===== config.mk =====
export PLATFORM = sky130hd
export DESIGN_NAME = mem_dma
export DESIGN_NICKNAME = d
export VERILOG_FILES = /design/src/rtl/mem_dma_pkg.sv /design/src/rtl/mem_dma_cksum.sv /design/src/rtl/mem_dma.sv
export SDC_FILE = /design/constraint.sdc
export NUM_CORES = 1
export LEC_CHECK = 0
export CAP_MARGIN = 5
export CORE_MARGIN = 5
export CORE_UTILIZATION = 45
export DETAILED_ROUTE_END_ITERATION = 16
export GPL_TIMING_DRIVEN = 0
export PLACE_DENSITY = 0.72
export SYNTH_ARGS = -nofsm -noshare
export SYNTH_HDL_FRONTEND = slang
export SYNTH_SLANG_ARGS = --single-unit
export TNS_END_PERCENT = 20

===== constraint.sdc =====
create_clock -name clk -period 2.9 [get_ports clk]
set_input_delay 0.29 -clock clk [delete_from_list [all_inputs] [get_ports clk]]
set_output_delay 0.29 -clock clk [all_outputs]
set_load 0.005 [all_outputs]

===== src/rtl/mem_dma_pkg.sv =====
// mem_dma_pkg: shared types and constants for the mem_dma copy/fill engine.
//   state_t    : FSM state encoding (IDLE, RD, WR, FILL, DONE)
//   MODE_COPY / MODE_FILL : values of the mode command input
//   AW / DW    : default address and data widths
package mem_dma_pkg;

  localparam int unsigned AW = 8;
  localparam int unsigned DW = 8;

  localparam logic MODE_COPY = 1'b0;
  localparam logic MODE_FILL = 1'b1;

  typedef enum logic [2:0] {
    S_IDLE = 3'd0,
    S_RD   = 3'd1,
    S_WR   = 3'd2,
    S_FILL = 3'd3,
    S_DONE = 3'd4
  } state_t;

endpackage


===== src/rtl/mem_dma_cksum.sv =====
// mem_dma_cksum: running mod-2^DW sum of the bytes written by mem_dma.
// Only instantiated when MEM_DMA_CHECKSUM_EN is defined.
// Ports:
//   clk, rst_n : clock, synchronous active-low reset
//   clr        : clear the sum (command accepted)
//   add_en     : a write commits at this edge
//   add_val    : byte being written
//   sum        : registered accumulated sum
module mem_dma_cksum
  import mem_dma_pkg::*;
#(
  parameter int unsigned DW = mem_dma_pkg::DW
) (
  input  logic          clk,
  input  logic          rst_n,
  input  logic          clr,
  input  logic          add_en,
  input  logic [DW-1:0] add_val,
  output logic [DW-1:0] sum
);

  logic [DW-1:0] sum_q, sum_d;

  // Clear on accept has priority; accept and a write never coincide.
  always_comb begin
    sum_d = sum_q;
    if (clr) begin
      sum_d = '0;
    end else if (add_en) begin
      sum_d = sum_q + add_val;
    end
  end

  always_ff @(posedge clk) begin
    if (!rst_n) begin
      sum_q <= '0;
    end else begin
      sum_q <= sum_d;
    end
  end

  assign sum = sum_q;

endmodule


===== src/rtl/mem_dma.sv =====
// mem_dma: byte-wise copy/fill engine mastering the data memory port.
// Optional feature macro: MEM_DMA_CHECKSUM_EN (checksum of written bytes;
// without it checksum is tied to 0).
// Ports:
//   clk, rst_n          : clock, synchronous active-low reset
//   start, mode         : command strobe (sampled in IDLE), 0 copy / 1 fill
//   src, dst, len       : source base, destination base, byte count (0 = no-op)
//   fill_val            : fill byte
//   busy, done          : transfer in progress, one-cycle completion pulse
//   checksum            : mod-2^DW sum of bytes written by the last command
//   mem_req             : memory port ownership request (== busy)
//   mem_w, mem_addr     : memory write enable and address
//   mem_wdata, mem_rdata: memory write data, combinational read data
module mem_dma
  import mem_dma_pkg::*;
#(
  parameter int unsigned AW = mem_dma_pkg::AW,
  parameter int unsigned DW = mem_dma_pkg::DW
) (
  input  logic          clk,
  input  logic          rst_n,
  input  logic          start,
  input  logic          mode,
  input  logic [AW-1:0] src,
  input  logic [AW-1:0] dst,
  input  logic [AW-1:0] len,
  input  logic [DW-1:0] fill_val,
  output logic          busy,
  output logic          done,
  output logic [DW-1:0] checksum,
  output logic          mem_req,
  output logic          mem_w,
  output logic [AW-1:0] mem_addr,
  output logic [DW-1:0] mem_wdata,
  input  logic [DW-1:0] mem_rdata
);

  state_t        state_q, state_d;
  logic [AW-1:0] src_ptr_q, src_ptr_d;
  logic [AW-1:0] dst_ptr_q, dst_ptr_d;
  logic [AW-1:0] len_q, len_d;
  logic [AW-1:0] cnt_q, cnt_d;
  logic [DW-1:0] fill_q, fill_d;
  logic [DW-1:0] buf_q, buf_d;

  logic          busy_q, busy_d;
  logic          done_q, done_d;
  logic          mem_w_q, mem_w_d;
  logic [AW-1:0] mem_addr_q, mem_addr_d;
  logic [DW-1:0] mem_wdata_q, mem_wdata_d;

  logic          accept_c;
  logic          last_c;

  assign accept_c = (state_q == S_IDLE) && start;
  assign last_c   = (AW'(cnt_q + AW'(1)) == len_q);

  // Next-state and datapath; outputs are derived from the next state so the
  // registered port values line up with the state they describe.
  always_comb begin
    state_d     = state_q;
    src_ptr_d   = src_ptr_q;
    dst_ptr_d   = dst_ptr_q;
    len_d       = len_q;
    cnt_d       = cnt_q;
    fill_d      = fill_q;
    buf_d       = buf_q;
    busy_d      = 1'b0;
    done_d      = 1'b0;
    mem_w_d     = 1'b0;
    mem_addr_d  = '0;
    mem_wdata_d = '0;

    case (state_q)
      S_IDLE: begin
        if (start) begin
          src_ptr_d = src;
          dst_ptr_d = dst;
          len_d     = len;
          fill_d    = fill_val;
          cnt_d     = '0;
          if (len == '0) begin
            state_d = S_DONE;
          end else if (mode == MODE_COPY) begin
            state_d = S_RD;
          end else begin
            state_d = S_FILL;
          end
        end
      end
      S_RD: begin
        buf_d   = mem_rdata;
        state_d = S_WR;
      end
      S_WR: begin
        src_ptr_d = src_ptr_q + AW'(1);
        dst_ptr_d = dst_ptr_q + AW'(1);
        cnt_d     = cnt_q + AW'(1);
        state_d   = last_c ? S_DONE : S_RD;
      end
      S_FILL: begin
        dst_ptr_d = dst_ptr_q + AW'(1);
        cnt_d     = cnt_q + AW'(1);
        if (last_c) begin
          state_d = S_DONE;
        end
      end
      S_DONE: begin
        state_d = S_IDLE;
      end
      default: begin
        state_d = S_IDLE;
      end
    endcase

    case (state_d)
      S_RD: begin
        busy_d     = 1'b1;
        mem_addr_d = src_ptr_d;
      end
      S_WR: begin
        busy_d      = 1'b1;
        mem_w_d     = 1'b1;
        mem_addr_d  = dst_ptr_d;
        mem_wdata_d = buf_d;
      end
      S_FILL: begin
        busy_d      = 1'b1;
        mem_w_d     = 1'b1;
        mem_addr_d  = dst_ptr_d;
        mem_wdata_d = fill_d;
      end
      S_DONE: begin
        done_d = 1'b1;
      end
      default: begin
      end
    endcase
  end

  always_ff @(posedge clk) begin
    if (!rst_n) begin
      state_q     <= S_IDLE;
      src_ptr_q   <= '0;
      dst_ptr_q   <= '0;
      len_q       <= '0;
      cnt_q       <= '0;
      fill_q      <= '0;
      buf_q       <= '0;
      busy_q      <= 1'b0;
      done_q      <= 1'b0;
      mem_w_q     <= 1'b0;
      mem_addr_q  <= '0;
      mem_wdata_q <= '0;
    end else begin
      state_q     <= state_d;
      src_ptr_q   <= src_ptr_d;
      dst_ptr_q   <= dst_ptr_d;
      len_q       <= len_d;
      cnt_q       <= cnt_d;
      fill_q      <= fill_d;
      buf_q       <= buf_d;
      busy_q      <= busy_d;
      done_q      <= done_d;
      mem_w_q     <= mem_w_d;
      mem_addr_q  <= mem_addr_d;
      mem_wdata_q <= mem_wdata_d;
    end
  end

  assign busy      = busy_q;
  assign mem_req   = busy_q;
  assign done      = done_q;
  assign mem_w     = mem_w_q;
  assign mem_addr  = mem_addr_q;
  assign mem_wdata = mem_wdata_q;

`ifdef MEM_DMA_CHECKSUM_EN
  // A write commits at the edge that ends a cycle with mem_w high.
  mem_dma_cksum #(
    .DW(DW)
  ) u_cksum (
    .clk    (clk),
    .rst_n  (rst_n),
    .clr    (accept_c),
    .add_en (mem_w_q),
    .add_val(mem_wdata_q),
    .sum    (checksum)
  );
`else
  assign checksum = '0;
`endif

endmodule


==> results.cfg, run 1 <==
[power_and_ir_drop]
pwr_density_cell_mw_per_mm2 = 538
peakVddDrop_v = 0.000253
p_leak_uw = 0.00159

[synth]
synth_ff_type = dfxtp_1
yosys_warnings = 0
ys_seq_area_share_pct = 42.5
synthArstFlopShare_pct = 0
ys_types = 52
syn_inst = 396
netlist_area_sq_mm = 0.00330
avgSynthCellArea_sq_um = 8.33
ys_seq_elements = 70
synth_edf_count = 0

[timing]
finClkSkew_ns = 0.0117
setup-tns-final_ns = 0
slew_viol_final = 0
fmax_ghz = 0.380
worstMarginPinSlew_ns = 0.723
fin_crit_ns = 2.63
hold_violations = 0
period_share_pct = 90.8
rsz0062_at_grt = false
setup_viol = 0
max_slew_margin_pct = 51.8

[grt]
grt_pass1_vias = 2865
grt_pass1_wl_mm = 13.6
antenna_found_initial = 0
grt_max_degree = 15
overflow = 0
grt_usage_pct = 19.3

[layout]
drive_above_1_share_pct = 6.65
nets = 523
area_delta_synth_final_pct = 29.1
n_antenna_cell = 0
fin_cells = 580

[placement]
globalplace.congestion = 0.843
dp_cells = 564
port_buffers = 62
hpwl_mm = 6.17

[critical_path]
crit_type = flop to flop
end_kind = flop
cp_max_fo = 10
crit_required_ns = 3.14
cp_data_arrival_time_ns = 2.87
crit_path_start_kind = flop

[route]
drc = 0
wl_mm = 8.47
drt_pass1_iterations = 4
vias_per_cell = 5.32
wl_per_cell_um = 14.6
vias = 3085
ant_nets = 0
drt_iter0_drc = 108

[outcome]
status = complete, no violations

[run]
drv_cap = 0

[clocking]
clock_sinks = 70
h-tree-depth = 3
cts_setup_buffers = 0
cts_tree = yes
clockBufferDepth = 2
hold_buffers = 0
worstSkewPairLatency_ns = 0.35
clk_pin_slew_ns = 0.08
cts_buffers = 9
cts-root-buf = clkbuf_8

[floorplan]
ios = 72
row_count = 31
core-area_sq_mm = 0.00718
die_h_um = 95.6
fp.dieArea_sq_mm = 0.00914
initial_core_util_pct = 46.0
die_x_um = 95.6

[min_path]
min_path_type = input pin to flop
[final timing paths]
path,cells past startpoint,endpoint,start,slack (ns)
setup reg to reg,8,mem_addr[5],cnt_q[0],0.27
setup / recovery,8,mem_addr[5],cnt_q[0],0.27
hold reg to reg,2,len_q[0],len_q[0],0.48
hold / removal,2,buf_q[4],rst_n,0.41
[cells by family (layout without fill, tap and decap cells)]
group / Yosys count / count (layout) / share of synthesized area, %
muxes: 2 / 2 / 0.607
and+or+nand+nor: 160 / 160 / 22.8
buffers and inverters: 38 / 116 / 5.42
other: 1 / 8 / 0.114
DFF: 70 / 70 / 42.5
adders and majority gates: 3 / 3 / 1.14
AOI/OAI and AO/OA: 114 / 114 / 25.3
xor gates and xnor gates: 8 / 8 / 2.12
[cells in the mapped netlist, drive strengths merged (3+ instances only)]
cell | instances | area share, %
dfxtp | 70 | 42
o221ai | 5 | 1.3
o211ai | 3 | 0.68
a22oi | 3 | 0.68
xnor2 | 5 | 1.3
nor2 | 29 | 3.3
a21oi | 17 | 2.6
nand4 | 3 | 0.57
nand2b | 6 | 1.1
nor3b | 3 | 0.68
and3 | 7 | 1.3
clkbuf | 22 | 2.5
nor2b | 8 | 1.5
a21boi | 32 | 7.3
nand2 | 67 | 7.6
a22o | 13 | 3.5
a32o | 3 | 0.91
xor2 | 3 | 0.80
nor3 | 4 | 0.61
or4 | 4 | 0.91
buf | 12 | 2.5
and2 | 9 | 1.7
nand3 | 14 | 2.1
ha | 3 | 1.1
inv | 4 | 0.46
o21ai | 20 | 3.0
[metal layers]
metal	vias up	GRT usage (%)	part of all wire (%)
met5	-	0	0
met1	1433	25.4	45
met3	14	5.05	7.5
li1	1545	-	-
met2	93	30.5	46
met4	0	6.52	1.7
[layout by cell type, fill, tap and decap left out, drive strengths merged, types with 7 or more instances in the layout]
master          n
nand3          14
clkdlybuf4s50  62
buf            12
a21oi          17
and3            7
nor2           29
nand2          67
a21boi         32
o21ai          20
a22o           13
dfxtp          70
nor2b           8
conb            8
and2            9
clkbuf         31
[flip-flops by register name, summed over array words and instances, names as in the netlist]
register and flops:
buf_q 8, busy 1, cnt_q 8, done 1, dst_ptr_q 8, fill_q 8, len_q 8, mem_addr 8
mem_w 1, mem_wdata 8, src_ptr_q 8, state_q 3
[critical path: stages, from the launching register on]
cell and delay [ns]:
dfxtp_1 0.45, ha_1 0.27, nand2b_1 0.09, o211a_1 0.21
o32a_1 0.32, a2111oi_4 0.50, a21oi_1 0.17, buf_2 0.23
a32o_1 0.27
[metrics by stage]
| stage | setup slack (ns) | power [uW] | cell area (sq um) | util, % | hold slack (ns) |
|---|---|---|---|---|---|
| floorplan | 0.627 | 1380 | 3320 | - | 0.435 |
| global placement | -0.0741 | 1580 | 4070 | 56.7 | 0.464 |
| detailed placement | -0.132 | 1590 | 4070 | 56.7 | 0.471 |
| CTS | 0.244 | 2300 | 4250 | 59.3 | 0.414 |
| global route | 0.134 | 2420 | 4260 | 59.3 | 0.449 |
| finish | 0.267 | 2290 | 4260 | 59.3 | 0.412 |
[power by group]
part	internal (uW)	switching [uW]	leakage, uW	total [uW]
logic	229	249	0.000930	477
clock network	318	408	0.0000860	726
registers	1040	48.2	0.000573	1090
total	1590	705	0.00159	2290
[what timing repair did]
item                                    in CTS  in global routing
hold endpoints to repair                     0                  0
endpoints found under the setup margin       0                  5
resized for setup                            0                  1
[layout make-up]
class | instances | area, sq um
well taps | 99 | 124
clock inverters | 7 | 58.8
fillers | 667 | 2920
multi-input cells | 295 | 1750
clock buffers | 9 | 124
inverters | 4 | 15.0
plain buffers | 34 | 164
flip-flops and latches | 70 | 1400
repair buffers | 62 | 621
Note: power is estimated with default switching activity, not from simulation.
==> inputs of run 2 (changes only) <==
Settings changed: CORE_MARGIN 5 to not set.
==> run 2 against run 1 <==
  * Register-to-register slack worse by 0.02 ns
  * Critical path type is now input pin to flop
  * Critical path depth down 2
  * Clock power up 6.6%
  * Fmax down 3.2%
  * Sequential share of layout area unchanged
  * Flip-flop and latch count unchanged
  * Die area down 16%
==> results.cfg, run 2 (synthesized netlist as in run 1, its figures left out) <==
[grt]
antenna_found_initial = 0
grt_usage_pct = 22.8
overflow = 0
grt_pass1_wl_mm = 13.3
grt_max_degree = 13
grt_pass1_vias = 2852

[critical_path]
path_depth = 6
cp_top_family = compound AO/OA/AOI/OAI gates
crit_required_ns = 3.19
crit_type = input pin to flop
crit_end = mem_wdata[6]
cp_max_fo = 8
critical_path_buf_inv_count = 1
reg2reg_slack_ns = 0.25
r2r_end = mem_wdata[6]
r2r_start = state_q[2]
crit_chain = clkdlybuf4s50_1 > nand2b_1 > nor3_1 > o21ai_0 > a221oi_2 > a22o_1
ff2ff_path_depth = 5
end_kind = flop
critPathMaxStageDelay_ns = 0.71
cpMaxStageDelayCell = nor3_1
crit_path_start_kind = input pin
cp_data_arrival_time_ns = 3.01
cp-startpoint = start

[power_and_ir_drop]
peakVddDrop_v = 0.000336
pwr_density_cell_mw_per_mm2 = 551
p_leak_uw = 0.00159

[layout]
final_cell_mix = dfxtp_1 (70), nand2_1 (67), clkdlybuf4s50_1 (62)
area_delta_synth_final_pct = 29.1
final_common_cell = dfxtp_1
utilization_pct = 61.3
drive_above_1_share_pct = 6.03
n_antenna_cell = 0
nets = 523

[timing]
finClkSkew_ns = 0.00750
max_slew_margin_pct = 40.4
period_share_pct = 93.8
fin_crit_ns = 2.72
rsz0062_at_grt = false
setup-tns-final_ns = 0
timing.hold.ws_ns = 0.433
fmax_ghz = 0.368
worstMarginPinSlew_ns = 0.887
hold_violations = 0
setup_viol = 0
slew_viol_final = 0

[placement]
globalplace.congestion = 0.929
port_buffers = 62
hpwl_mm = 5.99

[floorplan]
die_h_um = 87.6
ios = 72
core-area_sq_mm = 0.00694
initial_core_util_pct = 47.5
die_x_um = 87.6
row_count = 30
fp.dieArea_sq_mm = 0.00768

[min_path]
min_path_type = input pin to flop

[route]
wl_per_cell_um = 14.4
drc = 0
drt_pass1_iterations = 5
vias = 3065
drt_iter0_drc = 174
ant_nets = 0
vias_per_cell = 5.31
wl_mm = 8.28

[clocking]
h-tree-depth = 3
clockBufferDepth = 2
cts_buffers = 9
clk_pin_slew_ns = 0.08
cts_setup_buffers = 0
cts-root-buf = clkbuf_8
worstSkewPairLatency_ns = 0.35
cts_resized = 0
hold_buffers = 0
clock_sinks = 70
cts_tree = yes

[run]
drv_cap = 0

[outcome]
status = complete, no violations
run 2: final cells by class:
class	count	area [sq um]
clock buffers	11	131
well taps	96	120
inverters	4	15.0
fillers	610	2690
multi-input cells	295	1740
clock inverters	5	60.1
plain buffers	34	164
repair buffers	62	621
flip-flops and latches	70	1400
run 2: report_power, final:
group          total [uW]  switching [uW]  internal [uW]
Sequential           1090            50.1           1040
Clock                 774             375            399
Combinational         481             252            229
Total                2340             677           1670
run 2: metrics by stage:
| step | cell area, sq um | setup WS [ns] | cells | power (uW) |
|---|---|---|---|---|
| global route | 4260 | 0.0992 | 577 | 2460 |
| floorplan | 3320 | 0.627 | 403 | 1380 |
| finish | 4260 | 0.180 | 577 | 2340 |
| CTS | 4260 | 0.253 | 577 | 2350 |
| global placement | 4070 | -0.149 | 561 | 1580 |
| detailed placement | 4070 | -0.0997 | 561 | 1590 |
run 2: worst min-delay path by stage:
stage | start | end | cells past startpoint
2_1_floorplan | len[0] | len_q[0] | 2
3_3_place_gp | fill_q[0] | fill_q[0] | 2
3_5_place_dp | len_q[4] | len_q[4] | 2
4_1_cts | rst_n | fill_q[5] | 2
5_1_grt | rst_n | fill_q[0] | 2
6_report | rst_n | fill_q[0] | 2
run 2: layer usage:
layer	vias up	wire, um	track usage (%)
li1	1542	-	-
met1	1418	3900	30.1
met2	95	3790	36.5
met3	10	472	5.75
met4	0	119	7.75
met5	-	0	0
